[src/rtl/uart_tx.sv]
// 8N1/8N2 UART transmitter driven by a shared 16x oversample tick, with a one-entry holding register.
// Optional even/odd parity bit is compiled in with `define UART_TX_PARITY_EN.
module uart_tx #(
  parameter int OVERSAMPLE = 16,
  parameter int STOP_BITS  = 1
`ifdef UART_TX_PARITY_EN
  , parameter bit PARITY_ODD = 1'b0
`endif
) (
  input  logic       clk,
  input  logic       reset_n,
  input  logic       oversample_tick,
  input  logic [7:0] tx_data,
  input  logic       tx_valid,
  output logic       tx_ready,
  output logic       tx,
  output logic       tx_busy,
  output logic       tx_done
);
  localparam int CW = (OVERSAMPLE > 2) ? $clog2(OVERSAMPLE) : 1;

  typedef enum logic [2:0] {
    IDLE, START, DATA, STOP
`ifdef UART_TX_PARITY_EN
    , PARITY
`endif
  } state_t;

  state_t          state, state_n;
  logic [CW-1:0]   cnt, cnt_n;
  logic [2:0]      bit_idx, idx_n;
  logic [7:0]      shreg, shreg_n;
  logic [7:0]      hold, hold_n;
  logic            hold_full, hold_full_n;
  logic            tx_q, tx_n;
  logic            done_q, done_n;
  logic            bit_end, load;
`ifdef UART_TX_PARITY_EN
  logic            par_q, par_n;
`endif

  always_ff @(posedge clk) begin
    if (!reset_n) begin
      state     <= IDLE;
      cnt       <= '0;
      bit_idx   <= '0;
      shreg     <= '0;
      hold      <= '0;
      hold_full <= 1'b0;
      tx_q      <= 1'b1;
      done_q    <= 1'b0;
`ifdef UART_TX_PARITY_EN
      par_q     <= 1'b0;
`endif
    end else begin
      state     <= state_n;
      cnt       <= cnt_n;
      bit_idx   <= idx_n;
      shreg     <= shreg_n;
      hold      <= hold_n;
      hold_full <= hold_full_n;
      tx_q      <= tx_n;
      done_q    <= done_n;
`ifdef UART_TX_PARITY_EN
      par_q     <= par_n;
`endif
    end
  end

  always_comb begin
    state_n     = state;
    cnt_n       = cnt;
    idx_n       = bit_idx;
    shreg_n     = shreg;
    hold_n      = hold;
    hold_full_n = hold_full;
    tx_n        = tx_q;
    done_n      = 1'b0;
    load        = 1'b0;
    bit_end     = (cnt == CW'(OVERSAMPLE - 1));
`ifdef UART_TX_PARITY_EN
    par_n       = par_q;
`endif

    // Accept and load are mutually exclusive: one needs hold_full=0, the other hold_full=1.
    if (tx_valid && !hold_full) begin
      hold_n      = tx_data;
      hold_full_n = 1'b1;
    end

    if (oversample_tick) begin
      if (state != IDLE) cnt_n = bit_end ? '0 : cnt + CW'(1);
      case (state)
        IDLE:  if (hold_full) load = 1'b1;
        START: if (bit_end) begin
          state_n = DATA;
          idx_n   = '0;
          tx_n    = shreg[0];
        end
        DATA: if (bit_end) begin
          if (bit_idx == 3'd7) begin
`ifdef UART_TX_PARITY_EN
            state_n = PARITY;
            tx_n    = par_q;
`else
            state_n = STOP;
            idx_n   = '0;
            tx_n    = 1'b1;
`endif
          end else begin
            idx_n = bit_idx + 3'd1;
            tx_n  = shreg[bit_idx + 3'd1];
          end
        end
`ifdef UART_TX_PARITY_EN
        PARITY: if (bit_end) begin
          state_n = STOP;
          idx_n   = '0;
          tx_n    = 1'b1;
        end
`endif
        STOP: if (bit_end) begin
          // bit_idx doubles as the stop-bit counter
          if (bit_idx == 3'(STOP_BITS - 1)) begin
            done_n = 1'b1;
            if (hold_full) load = 1'b1;
            else begin
              state_n = IDLE;
              tx_n    = 1'b1;
            end
          end else begin
            idx_n = bit_idx + 3'd1;
          end
        end
        default: state_n = IDLE;
      endcase

      if (load) begin
        shreg_n     = hold;
        hold_full_n = 1'b0;
        tx_n        = 1'b0;
        state_n     = START;
        cnt_n       = '0;
        idx_n       = '0;
`ifdef UART_TX_PARITY_EN
        par_n       = (^hold) ^ PARITY_ODD;
`endif
      end
    end
  end

  assign tx_ready = ~hold_full;
  assign tx       = tx_q;
  assign tx_busy  = (state != IDLE);
  assign tx_done  = done_q;
endmodule
[config.mk]
export PLATFORM = sky130hd
export DESIGN_NAME = uart_tx
export DESIGN_NICKNAME = d
export VERILOG_FILES = /design/src/rtl/uart_tx.sv
export SDC_FILE = /design/constraint.sdc
export NUM_CORES = 1
export LEC_CHECK = 0
export CAP_MARGIN = 20
export CORE_ASPECT_RATIO = 1.75
export CORE_MARGIN = 3
export CORE_UTILIZATION = 55
export DETAILED_ROUTE_END_ITERATION = 16
export PLACE_DENSITY = 0.78
export SLEW_MARGIN = 15
export SYNTH_ARGS = -nofsm -noshare
export SYNTH_HDL_FRONTEND = slang
export SYNTH_SLANG_ARGS = --single-unit
[constraint.sdc]
create_clock -name clk -period 2.35 [get_ports clk]
set_input_delay 0.5875 -clock clk [delete_from_list [all_inputs] [get_ports clk]]
set_output_delay 0.5875 -clock clk [all_outputs]
set_load 0.02 [all_outputs]
After elaboration in Yosys (flattened, before gate mapping)
Index checks and enable logic that the tools add are counted.
{ "totals": {"ff_bits": 29, "in_bits": 12, "out_inout_bits": 4, "wordCells": 75} }
{ "classes": {"n_addsub": 2, "n_lt_le_gt_ge": 1, "eq_ne": 13, "n_mux": 37, "n_bitwise": 1, "reduce_logical": 13} }
{ "op_table": {"columns": ["operator", "n"], "rows": [
  ["3-bit 2-to-1 mux", 13],
  ["3-bit inequality test (second input constant)", 7],
  ["1-bit 2-to-1 mux", 16],
  ["4-bit 2-to-1 mux", 3],
  ["3-bit one-hot mux with 4 select lines", 1],
  ["3-bit one-hot mux with 3 select lines", 1],
  ["8-bit AND reduction", 1],
  ["7-bit AND reduction", 1],
  ["3-bit by 2-bit == test with 1-bit output (second input constant)", 2],
  ["3-bit zero test", 2],
  ["6-bit AND reduction", 1],
  ["4-bit by 1-bit adder with 4-bit output (second input constant)", 1],
  ["4-bit == test (second input constant)", 1],
  ["3-bit by 4-bit < comparator with 1-bit output (second input constant)", 1],
  ["2-bit AND reduction", 2],
  ["4-bit AND reduction", 1],
  ["4-bit nonzero test", 1],
  ["3-bit by 1-bit adder with 3-bit output (second input constant)", 1],
  ["1-bit binary-select mux with 3-bit select", 1],
  ["3-bit by 1-bit == test with 1-bit output (second input constant)", 1],
  ["3-bit == test (second input constant)", 1],
  ["1-bit one-hot mux with 3 select lines", 1],
  ["3-bit nonzero test", 1],
  ["2-bit inequality test (second input constant)", 1],
  ["other kinds (5)", 5]
]} }

Logic depth before layout (Yosys ltp)
Gate-level depths: netlist of the first run.
{ "logic_depth": {"word_depth": 7, "mapped_depth": 7, "ltp_nobuf": 6} }

Worst setup path before layout of the first run
Ideal clock, no wire load.
{ "synth_path": {"path_type": "reg2reg", "start": "register bit_idx[0]", "end": "register tx_q, in the netlist tx", "setup_ps": 93, "arrival_ps": 1796, "t_required_ps": 2257, "setup_slack_ps": 461, "stages_incl_launch_ff": 8, "n_path_buf": 1, "period_less_slack_ps": 1889, "cell_sequence": "dfxtp_1 inv_1 ha_1 buf_6 mux2i_1 mux4_2 and3b_1 o311ai_2"} }
{ "synth_via": {"elab_chain_cells": 7, "elab_cells_between_ends": 20, "cone_classes": "add/sub (1); eq/ne (6); mux (10); reduce/logical (3)"} }
{ "synth_lines": {"columns": ["element", "line", "source"], "rows": [
  ["start, declared", "31", "logic [2:0] bit_idx, idx_n;"],
  ["start signal, assigned", "58", "bit_idx <= idx_n;"],
  ["3-bit by 1-bit adder with 3-bit output / 3-bit zero test (equally long branches)", "112, 124", null],
  ["1-bit binary-select mux with 3-bit select / 1-bit 2-to-1 mux (equally long branches)", "112, 124", null],
  ["1-bit 2-to-1 mux (on tied branches)", "112, 122", null],
  ["1-bit 2-to-1 mux / 1-bit one-hot mux with 2 select lines (equally long branches)", "101, 93", null],
  ["1-bit 2-to-1 mux (on tied branches)", "100, 91", null],
  ["1-bit one-hot mux with 3 select lines, or another cell as far along", "93", "case (state)"],
  ["1-bit 2-to-1 mux / 7-bit AND reduction (equally long branches)", null, null],
  ["end signal, assigned", "62", "tx_q <= tx_n;"],
  ["end, declared", "35", "logic tx_q, tx_n;"]
]} }
Several ways; a longest one is shown, not always the timed one. The select of a mux whose other input is x is not followed.
A chain may end at the register's enable or synchronous reset.

Worst setup path in the final report of the first run
{ "layout_path": {"start": "register state[0]", "end": "register state[1]"} }
{ "layout_via": {"elab_chain_cells": 5, "elab_cells_between_ends": 16, "cone_classes": "eq/ne (10); mux (4); reduce/logical (2)"} }
{ "layout_lines": {"columns": ["element", "line", "source"], "rows": [
  ["start, declared", "29", "state_t state, state_n;"],
  ["start signal, assigned", "56", "state <= state_n;"],
  ["3-bit by 2-bit == test with 1-bit output / 3-bit zero test (equally long branches)", "93", null],
  ["1-bit one-hot mux with 2 select lines", "93", null],
  ["1-bit 2-to-1 mux", "91", "if (oversample_tick) begin"],
  ["3-bit inequality test (no source line) / 2-bit inequality test (equally long branches)", null, null],
  ["8-bit AND reduction (no source line)", null, null]
]} }
Several ways; a longest one is shown, not always the timed one. The select of a mux whose other input is x is not followed.

==> flow_summary.ini, run 1 <==
[run_status]
status = finished, final reports clean

[clock_network]
insertion_delay_ns = 0.28
htree_levels = 1
clkTransAtPathRegs_ns = 0.09
postCtsSetupRepairBufs = 0
cts_tree = yes
cts_buffer_depth = 2
hold_buffers = 0
cts-buffers-inserted = 3
cts_resized = 0
root_buffer = clkbuf_8
cts.sinks = 28

[global_route]
grt_pass1_wl_um = 5430
first_global_vias = 1234
antenna_found_initial = 0
overflow = 0
grt_max_degree = 20
grtUsageTotal_pct = 21.8

[timing]
rsz0062_at_grt = false
period_share_pct = 88.0
slew-limit-headroom_pct = 70.2
slew_violations = 0
setup_viol = 0
fmax_mhz = 484
min_period_ns = 2.07
worst_slew_pin_slew_ns = 0.447
fin_skew_ns = 0.00154
fin_tns_setup_ns = 0
finalHoldViolCount = 0

[drt]
drt_wl_total_um = 3030
wire_per_inst_um = 15.5
drt_iter0_drc = 30
dr.pass1.iters = 4
postRouteAntennaNets = 0
viasPerCell = 6.03
vias = 1175
drc = 0

[die]
die_y_um = 73.3
fp.dieW_um = 44.5
pin_count = 16
die_area_sq_um = 3260
row_count = 23
initial_utilization_pct = 59.6
core_area_sq_um = 2390

[flow_run]
maxCapViolations = 0

[critical_path]
critical_path_class = reg -> reg
start_kind = flip-flop
cp_data_required_time_ns = 2.56
cp-end-kind = flip-flop
cp-endpoint = state[1]
r2r_cells = 6
r2r_start = state[0]
worstReg2RegEnd = state[1]
crit_fanout = 7
crit_start = state[0]
worstPathArrival_ns = 2.28
rrSetupSlack_ns = 0.28

[pwr]
power.density_nw_per_um2 = 607
vdd_ir_drop_max_mv = 0.507
p_leak_nw = 0.668

[yosys]
avgSynthCellArea_sq_um = 9.19
netlist_instances = 155
ys_types = 35
ys_ff_latch = 28
ys_seq_area_share_pct = 39.4
synth.cell_area_sq_um = 1420
synth.yosys.warnings = 0
synth_top_cell_by_area = dfxtp_1
synth_top_area_share_pct = 39.4
synthesis.nets = 175
yosys-top-cells-area = dfxtp_1, mux2i_1, ha_1, a21oi_1, nand3_1

[placement]
routabilityCongestion = 0.877
port_buffers = 15
post-place-cells = 191
hpwl_um = 2310

[final_layout]
final_cells = 195
drive_gt1_share_pct = 8.24
syn_to_final_growth_pct = 18.1
nNetsFinal = 191
antenna_cells = 0

[hold_path]
hold_class = reg -> reg
[layer usage]
metal	global-route usage, %	part of all wire (%)
met1	23.0	39
met2	39.7	55
met3	2.70	2.6
met4	11.7	2.6
met5	0	0
[cells by family (layout without fill, tap and decap cells)]
| group | count (synthesis) | after routing | synth area share [%] |
|---|---|---|---|
| AND/OR/NAND/NOR | 42 | 42 | 15.0 |
| AO/OA/AOI/OAI | 37 | 37 | 17.5 |
| flip-flops | 28 | 28 | 39.4 |
| buffers and inverters | 19 | 34 | 5.71 |
| multiplexers | 18 | 18 | 13.5 |
| adder cells (fa/ha/maj) | 8 | 8 | 7.03 |
| XOR/XNOR | 3 | 3 | 1.85 |
[through the flow]
| stage | setup slack (ns) | hold slack, ns | utilization, % | power (mW) | cell area, sq um |
|---|---|---|---|---|---|
| after floorplan | 0.461 | 0.443 | - | 0.596 | 1420 |
| after global placement | 0.196 | 0.450 | 66.9 | 0.644 | 1600 |
| after detailed placement | 0.210 | 0.460 | 66.9 | 0.650 | 1600 |
| after CTS | 0.0363 | 0.478 | 69.9 | 1.02 | 1670 |
| after global routing | 0.155 | 0.496 | 70.4 | 1.06 | 1680 |
| final | 0.282 | 0.472 | 70.4 | 1.02 | 1680 |
[worst max-delay path: stages (launching register included)]
cell,delay (ns)
dfxtp_1,0.40
inv_1,0.08
ha_1,0.33
nand2b_1,0.26
o31ai_4,0.44
o221a_2,0.30
mux2i_1,0.18
[where the power goes]
group / total [mW] / internal, mW / switching [mW] / leakage [nW]
clock network: 0.380 / 0.228 / 0.151 / 0.0357
registers: 0.504 / 0.491 / 0.0126 / 0.228
logic: 0.137 / 0.0643 / 0.0731 / 0.405
total: 1.02 / 0.784 / 0.237 / 0.668
[sequential cells by signal (all words and copies together), names as in the netlist]
register	count
bit_idx	3
tx	1
hold_full	1
shreg	8
tx_done	1
hold	8
cnt	4
state	2
[cells in the mapped netlist]
master,instances
o21ai_1,1
buf_2,2
and2b_2,1
nor3b_1,2
o21a_1,1
mux4_2,1
and3b_1,1
or3b_1,1
o2111ai_1,3
a211oi_1,4
dfxtp_1,28
clkbuf_1,6
o31ai_2,1
clkinv_1,1
nor3_1,2
nand4_1,1
nand2b_1,2
o211a_1,1
o311ai_2,1
o31a_1,1
ha_1,8
nor2_1,10
mux2i_1,17
inv_1,9
nand3b_1,2
nand2_1,8
a211o_1,1
o31ai_1,1
nand3_1,11
nor2b_1,1
o21ai_0,10
a21oi_1,11
buf_6,1
o221a_2,1
xnor2_1,3
[worst min-delay path by stage]
| stage | start | endpoint | cells after the start |
|---|---|---|---|
| global placement | hold[4] | shreg[4] | 2 |
| global route | hold[1] | shreg[1] | 2 |
| floorplan | hold[0] | shreg[0] | 2 |
| CTS | hold[2] | shreg[2] | 2 |
| finish | hold[2] | shreg[2] | 2 |
| detailed placement | hold[2] | shreg[2] | 2 |
[cell type report]
cell class	count	area [sq um]
Fill cell	182	707
Timing Repair Buffer	20	190
Tap cell	25	31.3
Inverter	10	37.5
Sequential cell	28	561
Clock inverter	1	30.0
Clock buffer	3	41.3
Multi-Input combinational cell	108	791
[layout by cell type, fill, tap and decap left out, types with 2 or more instances in the layout]
cell type / count
nor3_1: 2
nand3b_1: 2
nand2b_1: 2
clkbuf_8: 3
nand2_1: 8
nand3_1: 11
o2111ai_1: 3
a21oi_1: 11
ha_1: 8
o21ai_0: 10
a211oi_1: 4
dfxtp_1: 28
mux2i_1: 17
nor3b_1: 2
clkdlybuf4s50_1: 14
xnor2_1: 3
buf_4: 5
nor2_1: 10
inv_1: 9
(Power assumes the default switching activity.)
==> run 2, diff against run 1 <==
--- a/config.mk
+++ b/config.mk
@@ -5,12 +5,10 @@
 export SDC_FILE = /design/constraint.sdc
 export NUM_CORES = 1
 export LEC_CHECK = 0
-export CAP_MARGIN = 20
 export CORE_ASPECT_RATIO = 1.75
 export CORE_MARGIN = 3
-export CORE_UTILIZATION = 55
+export CORE_UTILIZATION = 35
 export DETAILED_ROUTE_END_ITERATION = 16
-export PLACE_DENSITY = 0.78
 export SLEW_MARGIN = 15
 export SYNTH_ARGS = -nofsm -noshare
 export SYNTH_HDL_FRONTEND = slang
==> run 2 against run 1 <==
  * Fmax is 1.6% lower
  * Non-clock buffer count stayed put
  * Worst hold slack hardly changed
  * Sequential share of layout area is 0.39 points lower
  * Sequential power hardly changed
  * Critical path depth stayed put
  * First-iteration DRC count is 27% lower
  * Global-route usage is 7.8 points lower
  * Final cell count is 12% higher
  * Wire length is 0.83% higher
  * Clock skew is 0.0073 ns higher
  * Largest cell class unchanged
==> flow_summary.ini, run 2 (synthesized netlist as in run 1, its figures left out) <==
[placement]
hpwl_um = 2380
routabilityCongestion = 0.835
port_buffers = 15
post-place-cells = 214
dp_slack_ns = 0.298

[timing]
period_share_pct = 89.5
finalHoldViolCount = 0
fmax_mhz = 476
min_period_ns = 2.10
fin_tns_setup_ns = 0
setup_ws_ns = 0.248
fin_skew_ns = 0.00883
slew_violations = 0
worst_slew_pin_slew_ns = 0.461
rsz0062_at_grt = false
setup_viol = 0
slew-limit-headroom_pct = 69.3

[run_status]
status = finished, final reports clean

[final_layout]
final_cell_mix = dfxtp_1, mux2i_1, clkdlybuf4s50_1
seq_area_sq_um = 561
layout_commonest_cell = dfxtp_1
final_cells = 218
antenna_cells = 0
syn_to_final_growth_pct = 19.5
fill_cells = 391
reg_top3 = hold (8), shreg (8), cnt (4)
nNetsFinal = 191
multiInputGateArea_sq_um = 782
drive_gt1_share_pct = 8.24

[clock_network]
cts_buffer_depth = 2
cts.sinks = 28
cts_resized = 0
clkTransAtPathRegs_ns = 0.10
hold_buffers = 0
cts_tree = yes
postCtsSetupRepairBufs = 0
cts-buffers-inserted = 3
root_buffer = clkbuf_8
htree_levels = 1
insertion_delay_ns = 0.27

[global_route]
antenna_found_initial = 0
first_global_vias = 1219
overflow = 0
grt_pass1_wl_um = 5240
grtUsageTotal_pct = 13.9
grt_max_degree = 17

[critical_path]
crit_fanout = 5
critical_path_class = reg -> reg
worstPathArrival_ns = 2.29
rrSetupSlack_ns = 0.25
cp_data_required_time_ns = 2.54
start_kind = flip-flop
cp-end-kind = flip-flop

[die]
pin_count = 16
initial_utilization_pct = 36.5
core_area_sq_um = 3900
row_count = 30
die_y_um = 90.4
die_area_sq_um = 4900
fp.dieW_um = 54.2

[drt]
postRouteAntennaNets = 0
wire_per_inst_um = 14.0
dr.pass1.iters = 4
vias = 1132
viasPerCell = 5.19
drc = 0
drt_iter0_drc = 22
drt_wl_total_um = 3050

[hold_path]
hold_class = reg -> reg

[pwr]
power.density_nw_per_um2 = 596
power_mw = 1.01
p_leak_nw = 0.668
vdd_ir_drop_max_mv = 0.523

[flow_run]
maxCapViolations = 0
## run 2: metrics by stage
step,hold WS (ns),cell area (sq um),utilization [%]
floorplan,0.443,1420,-
finish,0.472,1700,43.6
global placement,0.453,1630,41.7
CTS,0.473,1700,43.5
global route,0.492,1700,43.6
detailed placement,0.459,1630,41.7
## run 2: final timing paths
check / endpoint / start / cells past startpoint
setup reg to reg: bit_idx[0] / state[0] / 6
hold / removal: shreg[7] / hold[7] / 2
hold reg to reg: shreg[7] / hold[7] / 2
setup / recovery: bit_idx[0] / state[0] / 6
## run 2: area by class of cell
class	count	share of cell area [%]
clock buffer	3	2.43
clock inverter	1	1.76
inverter	10	2.21
multi-input combinational	108	46.0
sequential	28	32.9
tap	48	3.53
timing repair buffer	20	11.2
## run 2: power breakdown
group | total [mW] | internal, mW | switching (mW)
combinational | 0.135 | 0.0635 | 0.0712
sequential | 0.503 | 0.491 | 0.0122
clock | 0.377 | 0.228 | 0.149
total | 1.01 | 0.783 | 0.232
## run 2: metal layers
layer  track usage [%]  vias to the layer above  part of all wire (%)
met5                 0                        -                     0
li1                  -                      581                     -
met1              15.4                      526                    39
met4              6.86                        0                   2.3
met3              1.65                        8                   2.4
met2              24.4                       17                    57
## run 2: critical path, cell delays in order, from the launching register on
cell      delay, ns
dfxtp_1        0.40
inv_1          0.08
ha_1           0.32
nand2b_1       0.24
o31ai_2        0.47
o21ai_1        0.26
mux2i_1        0.24
==> run 3, diff against run 2 <==
--- a/config.mk
+++ b/config.mk
@@ -9,6 +9,7 @@
 export CORE_MARGIN = 3
 export CORE_UTILIZATION = 35
 export DETAILED_ROUTE_END_ITERATION = 16
+export SETUP_SLACK_MARGIN = 0.4
 export SLEW_MARGIN = 15
 export SYNTH_ARGS = -nofsm -noshare
 export SYNTH_HDL_FRONTEND = slang
==> run 3 against run 2 <==
  * Combinational power grew 10%
  * First-iteration DRC count grew 14%
  * Clock skew up 0.00085 ns
  * Register-to-register slack improved by 0.20 ns
  * Critical path depth stayed put
  * Design area is 3.8% higher
  * Sequential cell count unchanged
  * Final cell count rose by 0.46%
  * Sequential share of layout area fell by 0.93 points
  * Fmax is 10% higher
  * Clock power increased by 1%
  * Worst hold slack about the same
  * Highest routed layer unchanged
==> flow_summary.ini, run 3 (synthesized netlist as in run 1, its figures left out) <==
[run_status]
status = finished, final reports clean

[final_layout]
multiInputGateArea_sq_um = 832
reg_top3 = hold (8), shreg (8), cnt (4)
drive_gt1_share_pct = 15.2
fill_cells = 384
antenna_cells = 0
fin_util_pct = 45.3
seq_area_sq_um = 566
nNetsFinal = 192
layout_commonest_cell = dfxtp_1
syn_to_final_growth_pct = 24.1
final_cell_mix = dfxtp_1, mux2i_1, clkdlybuf4s50_1
design_area_sq_um = 1770

[timing]
fin_tns_setup_ns = 0
worst_slew_pin_slew_ns = 0.405
slew-limit-headroom_pct = 72.8
fin_skew_ns = 0.00968
min_period_ns = 1.90
period_share_pct = 81.0
fmax_mhz = 525
rsz0062_at_grt = true
slew_violations = 0
finalHoldViolCount = 0
setup_viol = 0

[critical_path]
cp_data_required_time_ns = 2.56
cp_top_family = compound AO/OA/AOI/OAI gates
critical_path_class = reg -> reg
r2r_cells = 6
critPathMaxStageDelay_ns = 0.40
cp-end-kind = flip-flop
critPathBufInv = 1
crit_fanout = 5
cp_num_cells = 6
start_kind = flip-flop
slowest_stage = o31ai_4
worstPathArrival_ns = 2.11
r2r_start = state[0]
crit_chain = inv_1 > ha_2 > nand2b_2 > o31ai_4 > o221a_4 > mux2i_1
crit_start = state[0]

[global_route]
grt_pass1_wl_um = 5290
met3_usage_pct = 1.65
grtUsageTotal_pct = 14.1
overflow = 0
antenna_found_initial = 0
grt_util_met2_pct = 24.8
grt_max_degree = 17
first_global_vias = 1239
grt.busiest_layer = met2
met1_usage_pct = 15.4

[placement]
hpwl_um = 2380
routabilityCongestion = 0.835
port_buffers = 15
post_dp_cell_area_sq_um = 1630

[clock_network]
cts_tree = yes
cts-buffers-inserted = 3
clkTransAtPathRegs_ns = 0.10
htree_levels = 1
hold_buffers = 0
insertion_delay_ns = 0.28
cts_buffer_depth = 2
root_buffer = clkbuf_8
cts.sinks = 28

[pwr]
p_leak_nw = 0.677
power.density_nw_per_um2 = 585
power_mw = 1.03
vdd_ir_drop_max_mv = 0.526

[drt]
viasPerCell = 5.34
wire_per_inst_um = 14.4
postRouteAntennaNets = 0
drt_iter0_drc = 25
dr.pass1.iters = 4
drt_wl_total_um = 3160
vias = 1169
drc = 0

[hold_path]
holdCritStartpoint = hold[5]
hold_class = reg -> reg
holdPathStages = 2

[die]
core_area_sq_um = 3900
initial_utilization_pct = 36.5
row_count = 30
fp.dieW_um = 54.2
pin_count = 16
die_y_um = 90.4
die_area_sq_um = 4900

[flow_run]
maxCapViolations = 0
[run 3: cell count changes in the layout (fill, tap and decap cells not counted), sizes merged]
cell / before / now
buf: 5 / 6
clkdlybuf4s15: 0 / 1
dlymetal6s2s: 1 / 0
[run 3: layer usage]
metal / part of all wire, % / wire length (um) / vias to the layer above
met1: 39 / 1230 / 553
met4: 2.2 / 70 / 0
li1: - / - / 583
met3: 2.7 / 87 / 8
met5: 0 / 0 / -
met2: 56 / 1780 / 25
[run 3: worst reg2reg max path, stage by stage (launching register included)]
cell and delay, ns:
dfxtp_2 0.37, inv_1 0.08, ha_2 0.30, nand2b_2 0.25, o31ai_4 0.40, o221a_4 0.27
mux2i_1 0.17
[run 3: what timing repair did]
item	in CTS	in global routing
pin swaps	1	1
buffers inserted	0	1
resized for setup	9	10
setup endpoints to repair	15	16
[run 3: layout make-up]
cell class | instances | area share (%)
Clock buffer | 3 | 2.34
Clock inverter | 1 | 1.70
Inverter | 10 | 2.12
Multi-Input combinational cell | 108 | 47.1
Sequential cell | 28 | 32.0
Tap cell | 48 | 3.40
Timing Repair Buffer | 21 | 11.3
[run 3: path summary, 6_finish.rpt]
kind / slack [ns] / endpoint
hold reg to reg: 0.47 / shreg[5]
setup / recovery: 0.45 / state[0]
hold / removal: 0.47 / shreg[5]
setup reg to reg: 0.45 / state[0]
[run 3: power breakdown]
group / leakage [nW] / total (mW) / internal [mW] / switching (mW)
registers: 0.229 / 0.504 / 0.492 / 0.0125
logic: 0.412 / 0.149 / 0.0717 / 0.0768
clock network: 0.0357 / 0.381 / 0.228 / 0.153
[run 3: per-stage QoR]
step | hold WS (ns) | instances | setup slack (ns)
after floorplan | 0.443 | 155 | 0.461
after global placement | 0.453 | 214 | 0.346
after detailed placement | 0.459 | 214 | 0.298
after CTS | 0.473 | 218 | 0.371
after global routing | 0.492 | 219 | 0.362
final | 0.472 | 219 | 0.446
